[src/rtl/hpu_pkg.sv]
// hpu_pkg: shared source-buffer constants and loader state type
package hpu_pkg;
  localparam int SRC_BANK_WORDS = 1024;
  localparam int SRC_BEATS_MAX = 512;
  typedef enum logic {LD_WAIT, LD_FILL} ld_state_t;
endpackage

[src/rtl/src_bank_ctrl.sv]
// src_bank_ctrl: per-bank full flags; a set beats a release aimed at the same bank
module src_bank_ctrl (
  input  logic       clk,
  input  logic       rst,
  input  logic       set_v,
  input  logic       set_bank,
  input  logic       rel_v,
  input  logic       rel_bank,
  output logic [1:0] bank_full
);
  logic [1:0] set_m, rel_m;
  assign set_m = set_v ? 2'b01 << set_bank : 2'b00;
  assign rel_m = rel_v ? 2'b01 << rel_bank : 2'b00;
  always_ff @(posedge clk)
    bank_full <= rst ? 2'b00 : set_m | (bank_full & ~rel_m);
endmodule

[src/rtl/src_loader.sv]
// src_loader: packs 64-bit upstream beats into a double-banked source buffer.
// Optional SRC_LOADER_LEN_EN adds per-bank frame length outputs.
module src_loader
  import hpu_pkg::*;
(
  input  logic        clk,
  input  logic        rst,
  input  logic        s_valid,
  input  logic [63:0] s_data,
  input  logic        s_last,
  output logic        s_ready,
  output logic        src_v,
  output logic [10:0] src_a,
  output logic [63:0] src_d,
  input  logic        rel_v,
  input  logic        rel_bank,
  output logic [1:0]  bank_full,
  output logic        err
`ifdef SRC_LOADER_LEN_EN
  ,
  output logic [9:0]  frame_len0,
  output logic [9:0]  frame_len1
`endif
);
  localparam int BW = $clog2(SRC_BEATS_MAX);
  ld_state_t state, state_n;
  logic wr_bank, acc, at_max, fend;
  logic [BW-1:0] beat_cnt;
  logic [1:0] free_m;
  assign s_ready = state == LD_FILL;
  assign acc = s_valid & s_ready;
  assign at_max = beat_cnt == BW'(SRC_BEATS_MAX - 1);
  assign fend = acc & (s_last | at_max);
  // a bank released this very cycle already counts as free
  assign free_m = ~bank_full | (rel_v ? 2'b01 << rel_bank : 2'b00);
  always_ff @(posedge clk)
    state <= rst ? LD_FILL : state_n;
  always_comb begin
    state_n = state;
    if (state == LD_WAIT) state_n = free_m[wr_bank] ? LD_FILL : LD_WAIT;
    else if (fend) state_n = free_m[~wr_bank] ? LD_FILL : LD_WAIT;
  end
  always_ff @(posedge clk)
    if (rst) begin
      wr_bank  <= 1'b0;
      beat_cnt <= '0;
      err      <= 1'b0;
      src_v    <= 1'b0;
      src_a    <= '0;
      src_d    <= '0;
    end else begin
      src_v <= acc;
      if (acc) begin
        src_a <= {wr_bank, beat_cnt, 1'b0};
        src_d <= s_data;
      end
      if (fend) begin
        wr_bank  <= ~wr_bank;
        beat_cnt <= '0;
      end else if (acc) beat_cnt <= beat_cnt + 1'b1;
      if (acc & at_max & ~s_last) err <= 1'b1;
    end
  src_bank_ctrl u_bank_ctrl (
    .clk      (clk),
    .rst      (rst),
    .set_v    (fend),
    .set_bank (wr_bank),
    .rel_v    (rel_v),
    .rel_bank (rel_bank),
    .bank_full(bank_full)
  );
`ifdef SRC_LOADER_LEN_EN
  logic [9:0] len;
  assign len = {1'b0, beat_cnt} + 10'd1;
  always_ff @(posedge clk)
    if (rst) begin
      frame_len0 <= '0;
      frame_len1 <= '0;
    end else if (fend) begin
      if (wr_bank) frame_len1 <= len;
      else frame_len0 <= len;
    end
`endif
endmodule

[config.mk]
export PLATFORM = sky130hd
export DESIGN_NAME = src_loader
export DESIGN_NICKNAME = d
export VERILOG_FILES = /design/src/rtl/hpu_pkg.sv /design/src/rtl/src_bank_ctrl.sv /design/src/rtl/src_loader.sv
export SDC_FILE = /design/constraint.sdc
export NUM_CORES = 1
export LEC_CHECK = 0
export CAP_MARGIN = 20
export CORE_UTILIZATION = 35
export DETAILED_ROUTE_END_ITERATION = 6
export PLACE_DENSITY = 0.72
export SYNTH_ARGS = -nofsm -noshare
export SYNTH_HDL_FRONTEND = slang
export SYNTH_HIERARCHICAL = 1
export SYNTH_SLANG_ARGS = --single-unit
[constraint.sdc]
create_clock -name clk -period 1.6 [get_ports clk]
set_input_delay 0.16 -clock clk [delete_from_list [all_inputs] [get_ports clk]]
set_output_delay 0.16 -clock clk [all_outputs]
set_load 0.005 [all_outputs]
==> run_results.csv, run 1 <==
group,metric,value,unit
timing,finalSetupTns,-0.00133,ns
final_layout,fin_cells,666,
route,finalWirelength,8570,um
route,dr.first_iter.drc_count,97,
global_route,track_usage,0.182,
pwr,ir_worst_vdd,0.411,mV
placed_design,dp_slack,-0.0615,ns
setup_path,worstPathArrival,1.84,ns
floorplan,die_h,97.8,um
route,vias,3171,
floorplan,die_w,97.8,um
synth,syn-mean-instance-area,8.00,um2
synth,ys_ff_latch,89,
min_path,hold_path.startpoint,"rst",
clock_tree,cts_tree,"done",
global_route,grt_pass1_vias,3027,
final_layout,final_util,0.587,
final_layout,multi_input_area,0.00132,mm2
placed_design,finalWeightedCongestion,0.783,
timing,skew,0.0108,ns
global_route,grt_max_degree,37,
route,vias_per_cell,4.76,
setup_path,reg2reg_slack,-0.001,ns
final_layout,regArea,0.00178,mm2
synth,ys_warn_count,6,
pwr,p_leak,1.93,nW
setup_path,crit_type,"reg -> reg",
setup_path,path_max_fanout,5,
setup_path,critPathLaunchType,"register",
final_layout,diodes,0,
global_route,grt_first_pass_wirelength,14200,um
clock_tree,root_buffer,"clkbuf_8",
min_path,hold_depth,2,
placed_design,port-buffer-count,148,
synth,synth.top_cell.area_share,0.554,
setup_path,r2r_end,"s_ready",
min_path,hp-class,"in -> reg",
route,wl_per_cell,12.9,um
route,first_pass_iters,6,
clock_tree,cts.sink_count,89,
timing,min_period,1.60,ns
clock_tree,clk_pin_slew,0.09,ns
final_layout,layout.filler_cells,799,
global_route,antenna_found_initial,0,
final_layout,final_nets,626,
setup_path,cp_data_required_time,1.84,ns
global_route,grt_overflow_total,0,
synth,synth_cell_type_count,29,
pwr,p_per_area,935,mW/mm2
timing,final_hold_viol_count,0,
final_layout,areaGrowthSynthToFinish,60.8,%
synth,synthCells,402,
setup_path,end_kind,"register",
route,detail-route-antenna-nets,0,
route,drcViolationCount,24,
clock_tree,htreeDepth,3,
placed_design,placed_cells,649,
placed_design,dp_hpwl,5990,um
clock_tree,clock_latency,0.35,ns
status,outcome,"complete, but fails checks",
synth,synth-seq-area-share,0.554,
floorplan,ios,150,
synth,synth.area.top_cells,"dfxtp_1 (55%), nand2_1 (18%), a21oi_1 (13%)",
timing,setup_viol,1,
synth,netlist_area,0.00321,mm2
timing,fmax,0.624,GHz
setup_path,reg2reg_depth,7,
timing,period_share,1.00,
floorplan,dieArea,0.00957,mm2
synth,synth_area_leader_cell,"dfxtp_1",
floorplan,coreArea,0.00881,mm2
floorplan,rows,34,
clock_tree,ctsLongestPathBuffers,2,
floorplan,initial_core_util,0.365,
final_layout,drive_gt1_frac,0.0914,
status,violations,"DRC, setup timing",
timing,rsz0062_at_grt,"yes",
timing,drv_slew,0,
min_path,worst_hold_path.endpoint,"src_v",
synth,syn-num-nets,474,
timing,fin_ws,-0.00133,ns
setup_path,r2r_start,"beat_cnt[1]",
flow_run,drv_cap,0,
clock_tree,numCtsBuffers,9,
## synth_stat cells, drive strengths merged
library cell  instances
inv                   6
or2                   1
or4                   1
o211a                 1
nor2b                 1
nand2b                2
clkbuf               13
ha                    2
nand4                 2
dfxtp                89
a221o                 1
buf                  15
nand3                 4
o32ai                 1
a21bo                 1
conb                  1
a31oi                 3
o21ai                 4
xnor2                 3
o31ai                 1
and2                  1
a21oi                82
or3                   4
nor3                  1
nor2                  5
nand2               157
## worst max path at each step
stage	from	endpoint
after CTS	beat_cnt[5]	s_ready
final	beat_cnt[1]	s_ready
after global routing	beat_cnt[1]	s_ready
after global placement	beat_cnt[0]	s_ready
after floorplan	beat_cnt[0]	s_ready
after detailed placement	beat_cnt[0]	s_ready
## sequential cells by signal, indices dropped and copies added, names as in the netlist
register               cells
err                        1
beat_cnt                   9
s_ready                    1
src_a                     10
src_d                     64
u_bank_ctrl/bank_full      2
src_v                      1
wr_bank                    1
## area by class of cell
class | instances | share of cell area
clock inverters | 3 | 0.0126
clock buffers | 12 | 0.0281
multi-input cells | 279 | 0.255
repair buffers | 169 | 0.328
well taps | 108 | 0.0262
inverters | 6 | 0.00436
flip-flops and latches | 89 | 0.345
## cells by family (layout without fill, tap and decap cells)
logic type                 count (synthesis)  count (layout)  share of synthesized area
AOI/OAI and AO/OA                         94              94                      0.155
xor gates and xnor gates                   3               3                    0.00818
adders and majority gates                  2               2                    0.00778
buffers and inverters                     34             190                     0.0494
DFF                                       89              89                      0.554
other                                      1               1                    0.00117
and+or+nand+nor                          179             179                      0.224
## power by group
group / internal, mW / leakage (nW) / switching, mW / total (mW)
sequential: 2.33 / 0.731 / 0.0655 / 2.40
clock: 0.914 / 0.106 / 0.753 / 1.67
combinational: 0.461 / 1.09 / 0.307 / 0.768
total: 3.71 / 1.93 / 1.13 / 4.83
## layout by cell type, fill, tap and decap left out, types with 3 or more instances in the layout
| master | count |
|---|---|
| or3_1 | 4 |
| a31oi_1 | 3 |
| buf_4 | 16 |
| clkbuf_8 | 10 |
| o21ai_0 | 4 |
| xnor2_1 | 3 |
| nand2_1 | 155 |
| dfxtp_1 | 87 |
| nand3_1 | 3 |
| inv_1 | 6 |
| nor2_1 | 5 |
| buf_12 | 5 |
| a21oi_1 | 80 |
| clkdlybuf4s50_1 | 147 |
## worst max-delay path, cell delays in order, from the launching register on
cell,delay [ns]
dfxtp_2,0.36
ha_4,0.14
nand2_2,0.05
nor3_2,0.17
ha_2,0.22
o211a_4,0.19
nand3_2,0.07
a221o_1,0.31
## metal layers
layer  share of wire  global-route usage
met1            0.43               0.216
met2            0.46               0.303
met3           0.093              0.0637
met4           0.012              0.0699
met5               0                   0
## per-stage QoR
stage / hold slack [ns] / total power, mW / area (um2)
floorplan: 0.229 / 2.72 / 3230
global placement: 0.441 / 3.19 / 4900
detailed placement: 0.445 / 3.21 / 4900
CTS: 0.159 / 4.90 / 5140
global route: 0.181 / 5.07 / 5170
finish: 0.180 / 4.83 / 5170
## what timing repair did
item | 4_1_cts | 5_1_grt
endpoints found under the setup margin | 1 | 10
hold buffers | 0 | 0
gates resized for setup | 5 | 4
pin swaps | 2 | 3
setup buffers | 1 | 1
No activity file was read; power rests on OpenSTA's default activity.
==> run 2: changes to the inputs <==
--- a/config.mk
+++ b/config.mk
@@ -9,6 +9,7 @@
 export CORE_UTILIZATION = 35
 export DETAILED_ROUTE_END_ITERATION = 6
 export PLACE_DENSITY = 0.72
+export SETUP_SLACK_MARGIN = 0.02
 export SYNTH_ARGS = -nofsm -noshare
 export SYNTH_HDL_FRONTEND = slang
 export SYNTH_HIERARCHICAL = 1
==> run 2 against run 1 <==
  * The flow still finishes with violations (DRC, setup timing)
  * Non-clock buffer count fell by 3
  * Sequential power barely moved
  * Register-to-register slack hardly changed
  * Design area hardly changed
  * Critical path depth is the same
  * Combinational power is essentially flat
  * Sequential share of layout area increased by 0.089 points
  * Count of clock-buffer cells in the layout down 1
  * Cell count fell by 0.15%
  * Clock skew grew 0.0011 ns
  * Largest power group unchanged
==> run_results.csv, run 2 (synthesis gave the netlist of run 1 again) <==
group,metric,value,unit
setup_path,path_max_fanout,6,
clock_tree,numCtsBuffers,9,
floorplan,initial_core_util,0.365,
placed_design,placed_cells,647,
route,vias_per_cell,4.75,
setup_path,critPathLaunchType,"register",
timing,period_share,1.01,
final_layout,final_cell_mix,"nand2_1 (155), clkdlybuf4s50_1 (147), dfxtp_1 (83)",
clock_tree,ctsLongestPathBuffers,2,
timing,setup_viol,1,
setup_path,end_kind,"register",
min_path,hp-class,"in -> reg",
final_layout,layout_commonest_cell,"nand2_1",
timing,fmax,0.622,GHz
placed_design,finalWeightedCongestion,0.793,
route,wl_per_cell,12.8,um
clock_tree,clock_latency,0.34,ns
setup_path,critical-path-slowest-cell,"or2_2",
status,outcome,"complete, but fails checks",
global_route,grt_max_degree,65,
route,first_pass_iters,6,
flow_run,drv_cap,0,
floorplan,rows,34,
floorplan,coreArea,0.00881,mm2
clock_tree,clk_pin_slew,0.09,ns
timing,rsz0062_at_grt,"yes",
setup_path,crit_chain,"ha_4 > nand2_2 > nor3_2 > ha_2 > o211a_4 > or2_2 > a21oi_1",
setup_path,critPathMaxStageDelay,0.35,ns
clock_tree,root_buffer,"clkbuf_8",
global_route,met3_usage,0.0594,
final_layout,final_nets,624,
route,dr.first_iter.drc_count,102,
global_route,gr-usage-met2,0.295,
setup_path,cp_data_required_time,1.87,ns
final_layout,top_regs,"src_d: 64 flops, src_a: 10 flops, beat_cnt: 9 flops",
timing,final_hold_viol_count,0,
floorplan,die_h,97.8,um
setup_path,worstPathArrival,1.88,ns
global_route,grt_first_pass_wirelength,13500,um
timing,drv_slew,0,
status,violations,"DRC, setup timing",
final_layout,fin_cells,665,
pwr,p_total,4.68,mW
floorplan,dieArea,0.00957,mm2
setup_path,crit_type,"reg -> reg",
final_layout,regMostFlops,"src_d",
route,finalWirelength,8510,um
global_route,grt_pass1_vias,2944,
global_route,grt_util_met1,0.205,
floorplan,die_w,97.8,um
final_layout,areaGrowthSynthToFinish,60.8,%
clock_tree,cts_tree,"done",
global_route,antenna_found_initial,0,
global_route,grt_overflow_total,0,
route,vias,3161,
final_layout,layout.filler_cells,779,
final_layout,diodes,0,
pwr,ir_worst_vdd,0.496,mV
global_route,track_usage,0.173,
clock_tree,cts_hold_buffers,0,
floorplan,ios,150,
pwr,p_leak,1.92,nW
placed_design,dp_hpwl,5880,um
final_layout,drive_gt1_frac,0.106,
route,detail-route-antenna-nets,0,
global_route,grt-busiest-layer,"met2",
timing,min_period,1.61,ns
timing,skew,0.0120,ns
route,drcViolationCount,24,
clock_tree,htreeDepth,3,
timing,fin_ws,-0.00899,ns
final_layout,largest_reg_flops,64,
clock_tree,cts.sink_count,89,
pwr,p_per_area,906,mW/mm2
placed_design,port-buffer-count,148,
## run 2: cell types whose count changed in the layout (fill, tap and decap cells not counted), sizes merged
cell,before,now
buf,22,19
bufinv,2,1
clkbuf,12,11
clkinv,1,2
clkinvlp,0,2
or2,1,2
## run 2: layer usage
metal	vias up	wire length (um)
li1	1601	-
met1	1448	3650
met2	103	4020
met3	9	746
met4	0	94
met5	-	0
## run 2: final timing paths
path / startpoint / endpoint / slack (ns) / depth (start not counted)
worst max-delay path: beat_cnt[0] / beat_cnt[3] / -0.009 / 7
worst min-delay path: rst / src_v / 0.17 / 2
worst max register to register: beat_cnt[0] / beat_cnt[3] / -0.009 / 7
worst min register to register: src_d[31] / src_d[31] / 0.45 / 2
## run 2: per-stage QoR
| step | area (um2) | setup slack (ns) | util | TNS (ns) | hold slack, ns |
|---|---|---|---|---|---|
| 2_1_floorplan | 3240 | 0.0204 | - | 0 | 0.229 |
| 3_3_place_gp | 4900 | 0.0283 | 0.557 | 0 | 0.441 |
| 3_5_place_dp | 4900 | -0.0220 | 0.557 | -0.0250 | 0.445 |
| 4_1_cts | 5110 | 0.0300 | 0.580 | 0 | 0.150 |
| 5_1_grt | 5170 | -0.0990 | 0.587 | -0.243 | 0.159 |
| 6_report | 5170 | -0.00899 | 0.587 | -0.00899 | 0.170 |
## run 2: worst max-delay path: cells and delay by family (launching register included)
family / cells / cell delay, ns
AO/OA/AOI/OAI: 2 / 0.40
adder cells (fa/ha/maj): 2 / 0.35
flip-flops: 1 / 0.34
AND/OR/NAND/NOR: 3 / 0.46
## run 2: power breakdown
part	internal [mW]	switching, mW
clock	0.761	0.758
combinational	0.458	0.308
sequential	2.33	0.0647
total	3.55	1.13
## run 2: layout make-up
cell class,instances,area [um2],share of cell area
repair buffers,166,1670,0.324
clock buffers,11,141,0.0274
inverters,6,22.5,0.00436
clock inverters,5,55.1,0.0107
flip-flops and latches,89,1790,0.346
well taps,108,135,0.0261
multi-input cells,280,1350,0.261
## run 2: what timing repair did
action	4_1_cts	5_1_grt
pin swaps	2	3
buffers inserted	0	1
endpoints found under the setup margin	1	8
gates resized for setup	4	10
gates cloned	0	1
